==> src/rtl/branch_resolve_ctrl.sv <==
// Branch resolve sequencer for the ID-stage equality comparator: stalls on
// operand hazards, steers forwarding, issues taken/flush. Optional BRANCH_STATS_EN.
module branch_resolve_ctrl #(
  parameter int REG_AW = 5,
  parameter int CNT_W  = 16
) (
  input  logic              clk,
  input  logic              reset,
  input  logic              beq_id,
  input  logic              bne_id,
  input  logic [REG_AW-1:0] rs_id,
  input  logic [REG_AW-1:0] rt_id,
  input  logic              ex_regwrite,
  input  logic              ex_memread,
  input  logic [REG_AW-1:0] ex_rd,
  input  logic              mem_regwrite,
  input  logic              mem_memread,
  input  logic [REG_AW-1:0] mem_rd,
  input  logic              wb_regwrite,
  input  logic [REG_AW-1:0] wb_rd,
  input  logic              cmp_eq,
  output logic [1:0]        fwd_a_sel,
  output logic [1:0]        fwd_b_sel,
  output logic              stall,
  output logic              branch_taken,
  output logic              flush_if
`ifdef BRANCH_STATS_EN
  ,
  output logic [CNT_W-1:0]  stat_taken,
  output logic [CNT_W-1:0]  stat_not_taken,
  output logic [CNT_W-1:0]  stat_stall_cyc
`endif
);

  typedef enum logic [1:0] {IDLE, WAIT, RESOLVE} state_t;

  state_t state, state_nxt;
  logic   br, hit_ex, hit_mem, need2, need1, resolve;

  function automatic logic [1:0] fwd_sel(
    input logic [REG_AW-1:0] r,
    input logic              mrw,
    input logic              mmr,
    input logic [REG_AW-1:0] mrd,
    input logic              wrw,
    input logic [REG_AW-1:0] wrd
  );
    if (r == '0)                     return 2'b00;
    if (mrw && !mmr && (mrd == r))   return 2'b01;
    if (wrw && (wrd == r))           return 2'b10;
    return 2'b00;
  endfunction

  assign br      = beq_id | bne_id;
  assign hit_ex  = (ex_rd  != '0) && ((ex_rd  == rs_id) || (ex_rd  == rt_id));
  assign hit_mem = (mem_rd != '0) && ((mem_rd == rs_id) || (mem_rd == rt_id));
  assign need2   = ex_memread & hit_ex;
  assign need1   = !need2 & ((ex_regwrite & hit_ex) | (mem_memread & hit_mem));

  always_ff @(posedge clk or posedge reset) begin
    if (reset) state <= IDLE;
    else       state <= state_nxt;
  end

  // The detection cycle in IDLE is itself the first stall; a load in EX
  // needs exactly one more, which is the WAIT state.
  always_comb begin
    state_nxt = state;
    stall     = 1'b0;
    resolve   = 1'b0;
    case (state)
      IDLE: begin
        if (br) begin
          if (need2) begin
            stall     = 1'b1;
            state_nxt = WAIT;
          end else if (need1) begin
            stall     = 1'b1;
            state_nxt = RESOLVE;
          end else begin
            resolve   = 1'b1;
          end
        end
      end
      WAIT: begin
        stall     = 1'b1;
        state_nxt = br ? RESOLVE : IDLE;
      end
      RESOLVE: begin
        resolve   = br;
        state_nxt = IDLE;
      end
      default: state_nxt = IDLE;
    endcase
    if (reset) begin
      stall   = 1'b0;
      resolve = 1'b0;
    end
  end

  // BEQ wins when both decode bits are set.
  assign branch_taken = resolve & (beq_id ? cmp_eq : !cmp_eq);
  assign flush_if     = branch_taken;
  assign fwd_a_sel    = resolve ? fwd_sel(rs_id, mem_regwrite, mem_memread, mem_rd,
                                          wb_regwrite, wb_rd) : 2'b00;
  assign fwd_b_sel    = resolve ? fwd_sel(rt_id, mem_regwrite, mem_memread, mem_rd,
                                          wb_regwrite, wb_rd) : 2'b00;

`ifdef BRANCH_STATS_EN
  always_ff @(posedge clk or posedge reset) begin
    if (reset) begin
      stat_taken     <= '0;
      stat_not_taken <= '0;
      stat_stall_cyc <= '0;
    end else begin
      if (resolve && branch_taken && (stat_taken != '1))
        stat_taken <= stat_taken + CNT_W'(1);
      if (resolve && !branch_taken && (stat_not_taken != '1))
        stat_not_taken <= stat_not_taken + CNT_W'(1);
      if (stall && (stat_stall_cyc != '1))
        stat_stall_cyc <= stat_stall_cyc + CNT_W'(1);
    end
  end
`endif

endmodule
==> config.mk <==
export PLATFORM = sky130hd
export DESIGN_NAME = branch_resolve_ctrl
export DESIGN_NICKNAME = d
export VERILOG_FILES = /design/src/rtl/branch_resolve_ctrl.sv
export SDC_FILE = /design/constraint.sdc
export NUM_CORES = 1
export LEC_CHECK = 0
export CORE_UTILIZATION = 38
export CTS_CLUSTER_DIAMETER = 120
export DETAILED_ROUTE_END_ITERATION = 6
export HOLD_SLACK_MARGIN = 0.1
export PLACE_DENSITY = 0.9
export SLEW_MARGIN = 20
export SYNTH_ARGS = -nofsm -noshare
export SYNTH_HDL_FRONTEND = slang
export SYNTH_SLANG_ARGS = --single-unit
==> constraint.sdc <==
create_clock -name clk -period 3.4 [get_ports clk]
set_clock_uncertainty 0.15 [all_clocks]
set_input_delay 0.68 -clock clk [delete_from_list [all_inputs] [get_ports clk]]
set_output_delay 0.68 -clock clk [all_outputs]
set_load 0.005 [all_outputs]
==> implementation parameters, run 1 <==
Parameter                              Value

GRT
  Total global-route track usage    32.4%
  Global route total overflow    0
  Antenna violations before repair    0
  Vias in the first global route    994
  Wire length of the first global-routing pass    around 4.4 mm
  Maximum number of pins on one net before global-route repair    6

Final layout
  Number of flip-flops under the largest register name    2
  Top reg by flops    state
  P&R area growth vs syn    127%
  Registers with the most flip-flops    state (2)
  Final cell utilization of the core    93.5%
  Total number of nets in the final design    200
  Ratio of cells with drive above 1 in the final layout    a little over a third
  Number of antenna diodes    0

Worst setup path
  Endpoint class of the critical path    output port
  Cells traversed along the worst timing path    clkdlybuf4s50_1 -> xnor2_1 -> nand3_1 -> o32ai_2 -> o221ai_2 -> a21oi_2 -> buf_4 -> nor2_2 -> dlygate4sd2_1
  Critical Path Source Type    input port
  Slowest CP cell    sky130_fd_sc_hd__clkdlybuf4s50_1
  Cell family with the largest share of critical-path delay    buffers and inverters
  CP peak stage delay    approximately 0.50 ns
  WP data required    2.57 ns
  Largest fanout on the critical path    3
  Total buffers and inverters traversed by the critical path    3
  Setup Crit Path Kind    input port to output port
  Worst Path Arrival    2.69 ns

Clocking
  Latest clock arrival within the worst-skew pair    0.24 ns
  Root Buffer Master    sky130_fd_sc_hd__clkbuf_4
  Clock tree sinks    2
  H-tree Lvls    1
  CTS tree    yes
  Inserted Clock Buffers    3
  Maximum clock insertion buffer count    2
  Clock-pin slew reported for the worst setup and hold paths after clock tree synthesis    0.03 ns
  Quantity of hold-fixing buffers added after cts    0

STA
  Final critical-path required period    between 3 and 4 ns
  Setup tns final    -0.293 ns
  Final hold violations    0
  Period utilization    103%
  Max_slew headroom    between 70% and 80%
  Setup slack of the critical path after layout    -0.116 ns
  Worst-Margin Slew    0.314 ns
  Setup-failing EPs final    5
  Fin. max-slew vios    0
  Max Clock Freq    around 0.28 GHz

Die
  Initial standard-cell utilization of the core    41.2%
  Area enclosed by the die boundary    1820 um2
  I/O pins    between 40 and 50
  Width of the die    42.7 um
  Height of the chip    about 43 um
  Core area    1520 um2
  Number of core rows    14

Outcome
  Violated checks    negative setup slack
  Run status    finished with violations

Logic synthesis
  Area share of the leading cell type in the synthesized netlist    23.7%
  Post-synth design cell area    628 um2
  Xor/xnor share of the synthesized area    43.2%
  Share of async-settable or async-resettable flops after synthesis    100%
  Post-synth top flop    sky130_fd_sc_hd__dfrtp_1
  Adder-Cell Fraction of Synth Area    0%
  Library cell with the largest summed area after synthesis    sky130_fd_sc_hd__xnor2_1
  Mapped Avg Cell Area    7.57 um2
  Part of the Yosys area used for sequential elements    7.97%
  Number of nets in the synthesized netlist    between 100 and 150
  Share of synthesized cell area in and, or, nand and nor gates    ~30%
  EDFF count, synth    0
  Yosys Warn Count    0
  Number of distinct standard cells referenced by the synthesized netlist    26
  Compound-Gate Fraction of Synth Area    16.5%
  Dominant combinational cell family by area after synthesis    XOR/XNOR gates
  Flop and latch count out of synthesis    2
  Cell count after synthesis    just over 80
  Area contributors post-synth    sky130_fd_sc_hd__xnor2_1 (24%), sky130_fd_sc_hd__xor2_1 (20%), sky130_fd_sc_hd__dfrtp_1 (8.0%), sky130_fd_sc_hd__nor3_1 (6.4%), sky130_fd_sc_hd__nor2_1 (4.8%)
  Multiplexer share of the synthesized area    0%

Routing
  Number of detailed-routing iterations run before antenna repair    4
  Final antenna-violating net count    0
  Mean number of vias per cell    6.32
  DRC    0
  Average wire length per cell after detail routing    21.6 um
  DRC marker count from the first detailed-route iteration    58
  Total vias in the final route    between 1,000 and 1,500
  Post-Route WL    3.87 mm

Placement
  Detailed placer's ending HPWL    1.98 mm
  IO buf count    41
  Final weighted congestion in routability-driven placement    0.854

Job
  Count of maximum capacitance violations    0

Power
  Total power    0.000261 W
  Pwr dens    183 nW/um2
  Maximum vdd ir drop    141 uV
  Leak    0.721 nW

Hold path
  Class of the tightest hold or removal check    flip-flop to flip-flop
-- layout make-up --
class,count,area [um2]
clock buffers,3,22.5
well taps,16,20.0
fillers,49,98.8
repair buffers,78,711
inverters,2,7.51
flip-flops and latches,2,50.0
multi-input cells,78,614
-- synthesized netlist by cell type (2+ instances only) --
library cell	instances
sky130_fd_sc_hd__nor4_1	2
sky130_fd_sc_hd__xor2_1	14
sky130_fd_sc_hd__nor3_1	8
sky130_fd_sc_hd__dfrtp_1	2
sky130_fd_sc_hd__or4_1	2
sky130_fd_sc_hd__inv_1	2
sky130_fd_sc_hd__nand2_1	6
sky130_fd_sc_hd__xnor2_1	17
sky130_fd_sc_hd__nand3_1	5
sky130_fd_sc_hd__nor2_1	8
sky130_fd_sc_hd__nand4_1	2
-- what timing repair did --
action | CTS | global route
setup endpoints to repair | 7 | 7
pin swaps | 2 | 11
buffers inserted | 12 | 1
gates resized for setup | 13 | 26
-- power by group --
part | leakage (nW) | internal [W] | switching [W]
logic | 0.679 | 0.0000967 | 0.0000806
registers | 0.0276 | 0.0000251 | 0.00000197
clock network | 0.0138 | 0.0000393 | 0.0000177
total | 0.721 | 0.000161 | 0.000100
-- through the flow --
stage | setup slack (ns) | instances | instance area, um2 | hold slack, ns
2_1_floorplan | 0.705 | 83 | 628 | 0.280
3_3_place_gp | -0.277 | 163 | 1230 | 0.375
3_5_place_dp | -0.308 | 163 | 1230 | 0.387
4_1_cts | -0.186 | 178 | 1350 | 0.393
5_1_grt | -0.237 | 179 | 1430 | 0.408
6_report | -0.116 | 179 | 1430 | 0.403
-- final timing paths --
path,start,cells after the start,slack [ns],endpoint
max in group asynchronous,reset,2,2.43,state[1]$_DFFE_PP0P_
min in group asynchronous,reset,2,0.54,state[0]$_DFFE_PP0P_
hold reg to reg,state[1]$_DFFE_PP0P_,1,0.40,state[1]$_DFFE_PP0P_
setup reg to reg,state[0]$_DFFE_PP0P_,2,2.25,state[1]$_DFFE_PP0P_
setup / recovery,rt_id[4],9,-0.12,flush_if
hold / removal,state[1]$_DFFE_PP0P_,1,0.40,state[1]$_DFFE_PP0P_
-- cell usage in the layout (no fill, tap or decap), types with 2 or more instances in the layout --
cell                              count
sky130_fd_sc_hd__buf_2                2
sky130_fd_sc_hd__buf_4               36
sky130_fd_sc_hd__clkbuf_4             3
sky130_fd_sc_hd__clkdlybuf4s50_1     22
sky130_fd_sc_hd__dfrtp_1              2
sky130_fd_sc_hd__dlymetal6s2s_1      14
sky130_fd_sc_hd__inv_1                2
sky130_fd_sc_hd__nand2_1              6
sky130_fd_sc_hd__nand3_1              5
sky130_fd_sc_hd__nand4_1              2
sky130_fd_sc_hd__nor2_1               6
sky130_fd_sc_hd__nor2_2               2
sky130_fd_sc_hd__nor3_1               7
sky130_fd_sc_hd__nor4_4               2
sky130_fd_sc_hd__or4_4                2
sky130_fd_sc_hd__xnor2_1             17
sky130_fd_sc_hd__xor2_1              14
-- cells by family (layout without fill, tap and decap cells) --
kind of cell    after synthesis  after routing
simple gates                 37             37
xor+xnor                     31             31
compound gates               10             10
buf+inv                       3             83
flops                         2              2
-- per-layer routing --
metal,share of wire [%],GRT usage [%],wire length (um)
met5,0,0,0
met4,8.2,16.9,318
met3,11,4.26,427
met2,47,56.4,1830
met1,33,37.9,1290
(Power assumes the default switching activity.)
==> run 2: changes to the inputs <==
--- a/config.mk
+++ b/config.mk
@@ -8,6 +8,7 @@
 export CORE_UTILIZATION = 38
 export CTS_CLUSTER_DIAMETER = 120
 export DETAILED_ROUTE_END_ITERATION = 6
+export GPL_ROUTABILITY_DRIVEN = 0
 export HOLD_SLACK_MARGIN = 0.1
 export PLACE_DENSITY = 0.9
 export SLEW_MARGIN = 20
==> results of run 2 <==
The final DEF is identical to that of run 1; final timing and power are the same.
==> run 3: changes to the inputs <==
--- a/config.mk
+++ b/config.mk
@@ -5,12 +5,12 @@
 export SDC_FILE = /design/constraint.sdc
 export NUM_CORES = 1
 export LEC_CHECK = 0
-export CORE_UTILIZATION = 38
+export CORE_UTILIZATION = 32
 export CTS_CLUSTER_DIAMETER = 120
 export DETAILED_ROUTE_END_ITERATION = 6
 export GPL_ROUTABILITY_DRIVEN = 0
 export HOLD_SLACK_MARGIN = 0.1
-export PLACE_DENSITY = 0.9
+export PLACE_DENSITY = 0.81
 export SLEW_MARGIN = 20
 export SYNTH_ARGS = -nofsm -noshare
 export SYNTH_HDL_FRONTEND = slang
==> constraint.sdc (replaced) <==
create_clock -name clk -period 2.9 [get_ports clk]
set_clock_uncertainty 0.15 [all_clocks]
set_input_delay 0.58 -clock clk [delete_from_list [all_inputs] [get_ports clk]]
set_output_delay 0.58 -clock clk [all_outputs]
set_load 0.005 [all_outputs]
==> implementation parameters, run 3 (same netlist as run 1, synthesis figures left out) <==
Parameter                              Value

Power
  Leak    0.596 nW (-17%)
  Pwr dens    205 nW/um2 (+12%)
  Maximum vdd ir drop    159 uV (+13%)

Worst setup path
  Cell family with the largest share of critical-path delay    simple AND/OR/NAND/NOR gates
  Largest fanout on the critical path    3 (unchanged)
  WP data required    2.17 ns (-0.40 ns)
  Endpoint class of the critical path    output port
  Total buffers and inverters traversed by the critical path    3 (unchanged)
  Cells traversed along the worst timing path    clkdlybuf4s15_1 -> or4_4 -> o221ai_4 -> a21oi_2 -> buf_4 -> nor4_4 -> buf_2
  CP peak stage delay    0.52 ns (+0.02 ns)
  Critical Path Source Type    input port
  Instance count on the critical path    7 (-2)
  Setup Crit Path Kind    input port to output port
  Slowest CP cell    sky130_fd_sc_hd__or4_4
  Crit path from    ex_rd[1]
  Reg2Reg Launch Point    state[0]$_DFFE_PP0P_
  Worst Path Arrival    2.07 ns (-0.62 ns)
  R2R depth    2 (unchanged)

Clocking
  Quantity of hold-fixing buffers added after cts    0 (unchanged)
  Inserted Clock Buffers    3 (unchanged)
  Clock-pin slew reported for the worst setup and hold paths after clock tree synthesis    0.03 ns (about the same)
  Maximum clock insertion buffer count    2 (unchanged)
  Clock tree sinks    2 (unchanged)
  CTS tree    yes
  Root Buffer Master    sky130_fd_sc_hd__clkbuf_4
  H-tree Lvls    1 (unchanged)
  Latest clock arrival within the worst-skew pair    0.23 ns (about the same)

STA
  Setup slack of the critical path after layout    0.0973 ns (+0.213 ns)
  Max_slew headroom    81.7% (+2.8 points)
  Max Clock Freq    0.357 GHz
  Worst-Margin Slew    0.274 ns (-0.0399 ns)
  Fin. max-slew vios    0 (unchanged)
  Final hold violations    0 (unchanged)
  Final critical-path required period    2.80 ns
  RSZ-0062 raised after global routing    no
  Setup tns final    0 ns (+0.293 ns)
  Period utilization    between 90% and 100%
  Setup-failing EPs final    0 (-5)

Final layout
  Number of antenna diodes    0 (unchanged)
  Total number of nets in the final design    196 (-2.0%)
  Most common cell after layout, fill and taps aside    sky130_fd_sc_hd__buf_4
  Ratio of cells with drive above 1 in the final layout    44.7% (+9.1 points)
  Non-Filler Instances    184 (+2.8%)
  Registers with the most flip-flops    state (2)
  Top reg by flops    state
  P&R area growth vs syn    114%
  Number of filler instances in the final layout    127 (+160%)
  Commonest non-fill, non-tap cells in the layout    sky130_fd_sc_hd__buf_4 (26), sky130_fd_sc_hd__xnor2_1 (14), sky130_fd_sc_hd__xor2_1 (14), sky130_fd_sc_hd__clkdlybuf4s50_1 (14), sky130_fd_sc_hd__clkbuf_2 (11)
  Number of flip-flops under the largest register name    2 (unchanged)

Die
  Height of the chip    46.3 um (+8.6%)
  I/O pins    42 (unchanged)
  Number of core rows    15 (+1)
  Width of the die    46.3 um (+8.6%)
  Area enclosed by the die boundary    2140 um2 (+18%)
  Core area    1780 um2 (+17%)
  Initial standard-cell utilization of the core    35.2% (-6.0 points)

Job
  Count of maximum capacitance violations    0 (unchanged)

Placement
  Placed Cells incl. Taps    178 (+9.2%)
  Detailed placer's ending HPWL    1.93 mm (-2.4%)
  IO buf count    41 (unchanged)
  Placement-stage worst setup slack    -0.611 ns (-0.303 ns)

Hold path
  Worst hold path depth    1 (unchanged)
  Class of the tightest hold or removal check    flip-flop to flip-flop
  Startpoint of the tightest hold check path    state[1]$_DFFE_PP0P_

GRT
  Antenna violations before repair    0 (unchanged)
  Maximum number of pins on one net before global-route repair    6 (unchanged)
  Vias in the first global route    919 (-7.5%)
  Wire length of the first global-routing pass    3.55 mm (-20%)
  Total global-route track usage    22.9% (-9.5 points)
  Global route total overflow    0 (unchanged)

Routing
  Amount of wire on met2 after detailed routing    1.24 mm (-33%)
  DRC    0 (unchanged)
  Post-Route WL    2.38 mm (-38%)
  Final antenna-violating net count    0 (unchanged)
  Length of routed met3 wiring    139 um (-67%)
  Mean number of vias per cell    5.00 (-21%)
  Number of detailed-routing iterations run before antenna repair    4 (unchanged)
  Length of routed wiring on met1    992 um (-23%)
  DRC marker count from the first detailed-route iteration    14 (-76%)
  Average wire length per cell after detail routing    13.0 um (-40%)
  Total vias in the final route    920 (-19%)
  Uppermost layer routed    met4

Outcome
  Run status    finished, final reports clean
run 3: cell types whose count changed in the layout (fill, tap and decap cells not counted), sizes merged:
cell | previous run | this run
dlygate4sd2 | 1 | 7
buf | 39 | 40
clkbuf | 4 | 14
dlymetal6s2s | 14 | 0
clkdlybuf4s15 | 1 | 2
clkdlybuf4s50 | 22 | 14
run 3: worst reg2reg max path, delay by kind of cell (launching register included):
family / cells / cell delay, ns
AND/OR/NAND/NOR: 1 / 0.08
flip-flops: 1 / 0.39
AO/OA/AOI/OAI: 1 / 0.36
run 3: stage by stage:
stage	instance area [um2]	hold slack (ns)	utilization, %	power (W)
4_1_cts	1310	0.383	73.5	0.000267
6_report	1350	0.389	75.5	0.000276
3_3_place_gp	1290	0.367	72.2	0.000198
5_1_grt	1350	0.405	75.5	0.000298
2_1_floorplan	628	0.180	-	0.0000939
3_5_place_dp	1290	0.379	72.2	0.000203
run 3: final timing paths:
check | slack, ns | end
max in group asynchronous | 1.94 | state[1]$_DFFE_PP0P_
min in group asynchronous | 0.53 | state[0]$_DFFE_PP0P_
worst min-delay path | 0.39 | state[1]$_DFFE_PP0P_
worst min register to register | 0.39 | state[1]$_DFFE_PP0P_
worst max register to register | 1.79 | state[1]$_DFFE_PP0P_
worst max-delay path | 0.1 | fwd_b_sel[1]
run 3: area by class of cell:
class | count | area [um2] | share of cell area [%]
timing repair buffer | 74 | 586 | 43.5
tap | 25 | 31.3 | 2.32
clock buffer | 3 | 22.5 | 1.67
multi-input combinational | 78 | 649 | 48.2
sequential | 2 | 50.0 | 3.72
inverter | 2 | 7.51 | 0.558
run 3: what timing repair did:
action | 4_1_cts | 5_1_grt
gates resized for setup | 58 | 33
setup endpoints to repair | 7 | 7
pin swaps | 14 | 15
buffers inserted | 2 | 1
run 3: power breakdown:
part           internal [W]   total, W  switching [W]
combinational      0.000104   0.000180      0.0000765
sequential        0.0000295  0.0000317     0.00000224
clock             0.0000458  0.0000643      0.0000185
total              0.000179   0.000276      0.0000972
run 3: per-layer routing:
metal,GRT usage [%],up-vias
met1,25.1,424
li1,-,449
met4,2.94,0
met2,43.6,45
met3,6.27,2
met5,0,-
